`config.mk`:
```
export PLATFORM = sky130hd
export DESIGN_NAME = ceespu_fetch
export DESIGN_NICKNAME = d
export VERILOG_FILES = /design/src/rtl/ceespu_fetch_pkg.sv /design/src/rtl/ceespu_pc_next.sv /design/src/rtl/ceespu_fetch.sv
export SDC_FILE = /design/constraint.sdc
export NUM_CORES = 1
export LEC_CHECK = 0
export BUFFER_PORTS_ARGS = -buffer_cell sky130_fd_sc_hd__buf_4
export CORE_MARGIN = 2
export CORE_UTILIZATION = 37
export CTS_CLUSTER_SIZE = 10
export DETAILED_ROUTE_END_ITERATION = 7
export PLACE_DENSITY_LB_ADDON = 0.3
export REMOVE_ABC_BUFFERS = 1
export SLEW_MARGIN = 20
export SYNTH_ARGS = -nofsm -noshare
export SYNTH_HDL_FRONTEND = slang
export SYNTH_HIERARCHICAL = 1
export SYNTH_SLANG_ARGS = --single-unit
```
`constraint.sdc`:
```
create_clock -name I_clk -period 2.22 [get_ports I_clk]
set_input_delay 0.222 -clock I_clk [delete_from_list [all_inputs] [get_ports I_clk]]
set_output_delay 0.222 -clock I_clk [all_outputs]
set_load 0.05 [all_outputs]
```
`src/rtl/ceespu_fetch_pkg.sv`:
```
// Shared fetch-stage definitions: state encodings, the NOP word and the
// synthetic interrupt-branch instruction builder.
package ceespu_fetch_pkg;

  typedef enum logic [1:0] {
    FETCH_S_RESET = 2'd0,
    FETCH_S_RUN   = 2'd1,
    FETCH_S_IRQ   = 2'd2
  } fetch_state_e;

  localparam logic [31:0] CEESPU_NOP       = 32'h0000_0000;
  localparam logic [5:0]  CEESPU_OPC_BR    = 6'b110000;
  localparam logic [4:0]  CEESPU_IRQ_LINK  = 5'd17;
  localparam logic [2:0]  CEESPU_COND_ALWS = 3'b000;

  // BRANCH always with link into r17; word target in the low 14 bits.
  function automatic logic [31:0] ceespu_irq_insn(input logic [13:0] target);
    return {CEESPU_OPC_BR, CEESPU_IRQ_LINK, CEESPU_COND_ALWS, 1'b1, 3'b000, target};
  endfunction

endpackage

```
`src/rtl/ceespu_pc_next.sv`:
```
// Next-PC priority mux and instruction-memory read enable for the fetch stage.
module ceespu_pc_next #(
  parameter logic [13:0] RESET_PC   = 14'h0000,
  parameter logic [13:0] IRQ_VECTOR = 14'h0004
) (
  input  logic        in_reset,
  input  logic [13:0] pc_q,
  input  logic        branch,
  input  logic [13:0] branch_target,
  input  logic        irq_take,
  input  logic        stall,
  output logic [13:0] pc_next,
  output logic        imem_en
);

  // Redirects beat stalls so a resolved branch is never lost while decode holds.
  always_comb begin
    pc_next = pc_q + 14'd1;
    imem_en = 1'b1;
    if (in_reset) begin
      pc_next = RESET_PC;
    end else if (branch) begin
      pc_next = branch_target;
    end else if (irq_take) begin
      pc_next = IRQ_VECTOR;
    end else if (stall) begin
      pc_next = pc_q;
      imem_en = 1'b0;
    end else begin
      pc_next = pc_q + 14'd1;
    end
  end

endmodule

```
`src/rtl/ceespu_fetch.sv`:
```
// ceespu instruction-fetch stage. Interrupt injection is built only when
// CEESPU_FETCH_IRQ_EN is defined; otherwise I_irq/I_interrupts_enabled are ignored.
module ceespu_fetch
  import ceespu_fetch_pkg::*;
#(
  parameter logic [13:0] RESET_PC   = 14'h0000,
  parameter logic [13:0] IRQ_VECTOR = 14'h0004
) (
  input  logic        I_clk,
  input  logic        I_rst,
  input  logic        I_stall,
  input  logic        I_branch,
  input  logic [13:0] I_branchTarget,
  input  logic        I_irq,
  input  logic        I_interrupts_enabled,
  output logic [13:0] O_imem_addr,
  output logic        O_imem_en,
  input  logic [31:0] I_imem_data,
  output logic [31:0] O_instruction,
  output logic [13:0] O_PC,
  output logic        O_did_interrupt
);

  fetch_state_e state_q, state_d;
  logic [13:0]  pc_q, pc_d;
  logic [13:0]  pc_next;
  logic         imem_en;
  logic         irq_take;
  logic         irq_exit;

`ifdef CEESPU_FETCH_IRQ_EN
  assign irq_take = (state_q == FETCH_S_RUN) & I_irq & I_interrupts_enabled
                    & ~I_branch & ~I_stall;
  // Handler mode ends when software masks interrupts or the handler branches away.
  assign irq_exit = I_branch | (~I_stall & ~I_interrupts_enabled);
`else
  logic unused_irq_inputs;
  assign unused_irq_inputs = I_irq ^ I_interrupts_enabled;
  assign irq_take = 1'b0;
  assign irq_exit = 1'b1;
`endif

  ceespu_pc_next #(
    .RESET_PC   (RESET_PC),
    .IRQ_VECTOR (IRQ_VECTOR)
  ) u_pc_next (
    .in_reset      (state_q == FETCH_S_RESET),
    .pc_q          (pc_q),
    .branch        (I_branch),
    .branch_target (I_branchTarget),
    .irq_take      (irq_take),
    .stall         (I_stall),
    .pc_next       (pc_next),
    .imem_en       (imem_en)
  );

  assign O_imem_addr = pc_next;
  assign O_imem_en   = imem_en;

  // pc_q tracks the address whose data the memory is currently presenting.
  always_comb begin
    state_d = state_q;
    if (imem_en) begin
      pc_d = pc_next;
    end else begin
      pc_d = pc_q;
    end
    case (state_q)
      FETCH_S_RESET: state_d = FETCH_S_RUN;
      FETCH_S_RUN: begin
        if (irq_take) begin
          state_d = FETCH_S_IRQ;
        end else begin
          state_d = FETCH_S_RUN;
        end
      end
      FETCH_S_IRQ: begin
        if (irq_exit) begin
          state_d = FETCH_S_RUN;
        end else begin
          state_d = FETCH_S_IRQ;
        end
      end
      default: state_d = FETCH_S_RESET;
    endcase
  end

  // State and PC registers with synchronous reset.
  always_ff @(posedge I_clk) begin
    if (I_rst) begin
      state_q <= FETCH_S_RESET;
      pc_q    <= RESET_PC;
    end else begin
      state_q <= state_d;
      pc_q    <= pc_d;
    end
  end

  // Squash slots become NOP; an irq take replaces the slot with a linking branch
  // whose PC is one behind so the return lands on the replaced instruction.
  always_comb begin
    O_instruction   = I_imem_data;
    O_PC            = pc_q;
    O_did_interrupt = 1'b0;
    if ((state_q == FETCH_S_RESET) || I_branch) begin
      O_instruction = CEESPU_NOP;
    end else if (irq_take) begin
      O_instruction   = ceespu_irq_insn(IRQ_VECTOR);
      O_PC            = pc_q - 14'd1;
      O_did_interrupt = 1'b1;
    end else begin
      O_instruction = I_imem_data;
    end
  end

endmodule

```
==> impl_metrics.yaml <==
clock_network:
  cts-hold-fix-buffers: 0
  cts_buffers: 3
  clkLatencyLatePin_ns: 0.28
  clockBufferDepth: 2
  h-tree-depth: 1
  clock-root-buffer: "clkbuf_4"
  clk_pin_slew_ns: 0.09
  cts.sinks: 15
  cts_tree: "built"
layout:
  mostFrequentLayoutCell: "buf_4"
  area_growth_pct: 71.4
  fin_area_mm2: 0.00216
  antenna_cells: 0
  num-fill-cells: 321
  final_nets: 322
  layout-drive-gt1-share: 0.474
  final_cell_mix: "113 x buf_4, 32 x and2_1, 20 x nor2_1"
  regArea_um2: 302
  final_util: 0.651
  multi_input_area_um2: 892
pwr:
  p_sw_frac: 0.408
  switching_power_mw: 0.344
  clock_power_share: 0.191
  pwr-share-comb: 0.461
  vdd.ir_drop.worst_mv: 0.192
  p_seq_frac: 0.349
  p_int_mw: 0.499
  powerDensity_mw_per_mm2: 391
  total_leakage_power_nw: 1.17
detailed_routing:
  routed_wl_mm: 3.80
  route.met2.wl_mm: 2.01
  ant_nets: 0
  avgViaCountPerCell: 4.60
  dr_wl_met3_um: 233
  first_pass_iters: 4
  wl_per_cell_um: 12.1
  drc: 0
  via_count: 1445
  top_layer: "met4"
  drt_iter0_drc: 57
  drt-met1-wl_mm: 1.47
timing:
  rsz0062_at_grt: "no"
  period_needed_ns: 2.05
  final.setup.tns_ns: 0
  drv_slew: 0
  fin_crit_sh: 0.924
  skew_ns: 0.00158
  fin_ws_ns: 0.168
  clock.fmax_mhz: 487
  hold_viol: 0
  setup_violations: 0
die:
  die_area_mm2: 0.00388
  die_h_um: 62.3
  rows: 21
  initial_core_util: 0.380
  pin_count: 114
  die_x_um: 62.3
  core_mm2: 0.00331
yosys:
  synth-compound-area-share: 0.0647
  syn_area_per_cell_um2: 8.01
  syn-instance-count: 157
  yosysWarnings: 6
  yosys-mux-area-fraction: 0.120
  synth_xor_area_frac: 0.0905
  seq_area_frac_synth: 0.239
  ys_types: 31
  ys_seq_elements: 15
  synth_fa_ha_area_frac: 0.00995
  synth_simple_gate_area_share: 0.405
  synth_top_family_by_area: "simple AND/OR/NAND/NOR gates"
  syn-cell-area_mm2: 0.00126
worst_setup_path:
  worst-path-max-fanout: 5
  worstSetupPathType: "reg2out"
  worstPathArrival_ns: 1.83
  critPathLaunchType: "flip-flop"
  crit_required_ns: 2.00
  end_kind: "primary output"
place:
  port_buffers: 110
  pre_cts_ws_ns: 0.382
  placed_cell_area_mm2: 0.00211
  place_congestion: 0.820
  hpwl_mm: 3.16
global_route:
  grt_usage: 0.201
  antenna_found_initial: 0
  grt_overflow: 0
  grt_pass1_wl_mm: 6.35
  grt_max_degree: 33
  grt_pass1_vias: 1363
worst_hold_path:
  hold_class: "in2reg"
status:
  status: "finished, final reports clean"
job:
  max-cap-violations: 0
-- worst max-delay path: stages (launching register included) --
cell      delay, ns
dfxtp_2        0.39
ha_1           0.23
nand4b_4       0.16
nor3_1         0.28
xnor2_1        0.10
o21ai_1        0.17
buf_4          0.23
-- cells by family after synthesis --
family                   Yosys count
XOR/XNOR                          13
AND/OR/NAND/NOR                   84
other                              1
flip-flops                        15
AO/OA/AOI/OAI                     14
adder cells (fa/ha/maj)            1
buffers and inverters             14
multiplexers                      15
-- synth_stat cells --
cell	instances	area [um^2]
buf_12	1	20.0
buf_6	1	11.3
nand2_1	14	52.6
nor2_1	20	75.1
inv_1	5	18.8
buf_2	1	5.00
o21ai_0	3	15.0
xor2_1	1	8.76
a22oi_1	3	22.5
nand3b_1	1	7.51
buf_1	1	3.75
clkbuf_2	3	15.0
clkbuf_1	1	3.75
nor2b_4	1	13.8
nand4_4	1	21.3
dfxtp_1	15	300
buf_4	1	7.51
ha_1	1	12.5
mux2i_1	14	140
o21ai_1	7	35.0
nand4b_4	2	47.6
nand3_1	3	15.0
or3_1	1	6.26
xnor2_1	12	105
and2_1	32	200
conb_1	1	3.75
a221oi_1	1	8.76
mux2_2	1	11.3
nor2b_1	2	12.5
nor3_1	4	20.0
nor4_2	3	37.5
-- sequential cells by signal (all words and copies together), names as in the netlist --
register,count
pc_q,14
state_q,1
-- repair_timing --
action	in CTS	in global routing
hold endpoints to repair	0	0
setup buffers	0	0
resized for setup	0	4
endpoints found under the setup margin	0	3
-- final cells by class --
| type | instances | share of cell area |
|---|---|---|
| repair buffers | 114 | 0.399 |
| well taps | 46 | 0.0267 |
| flip-flops and latches | 15 | 0.140 |
| inverters | 5 | 0.00871 |
| clock buffers | 4 | 0.0122 |
| multi-input cells | 130 | 0.414 |
-- stage by stage --
step	power, mW	cells	hold slack [ns]
floorplan	0.531	150	0.279
global placement	0.685	310	0.486
detailed placement	0.689	310	0.491
CTS	0.848	314	0.191
global route	0.887	314	0.199
finish	0.843	314	0.191
-- final timing paths --
path	from	to	slack, ns	cells past startpoint
max	pc_q[1]	O_imem_addr[8]	0.17	6
min	I_rst	state_q[0]	0.19	2
max reg2reg	pc_q[1]	pc_q[8]	0.61	7
min reg2reg	pc_q[13]	pc_q[13]	0.56	2
-- layer usage --
| metal | track usage | up-vias |
|---|---|---|
| met1 | 0.225 | 641 |
| met4 | 0.0861 | 0 |
| met3 | 0.0380 | 8 |
| met2 | 0.368 | 58 |
| li1 | - | 738 |
| met5 | 0 | - |
-- power by group through the flow --
stage                     combinational [mW]  clock (mW)  sequential, mW
after global routing                   0.410       0.181           0.296
final                                  0.388       0.161           0.294
after global placement                 0.386           0           0.300
after floorplan                        0.201           0           0.329
after detailed placement               0.388           0           0.300
after CTS                              0.389       0.165           0.294
Power figures use the tool's default switching activity.
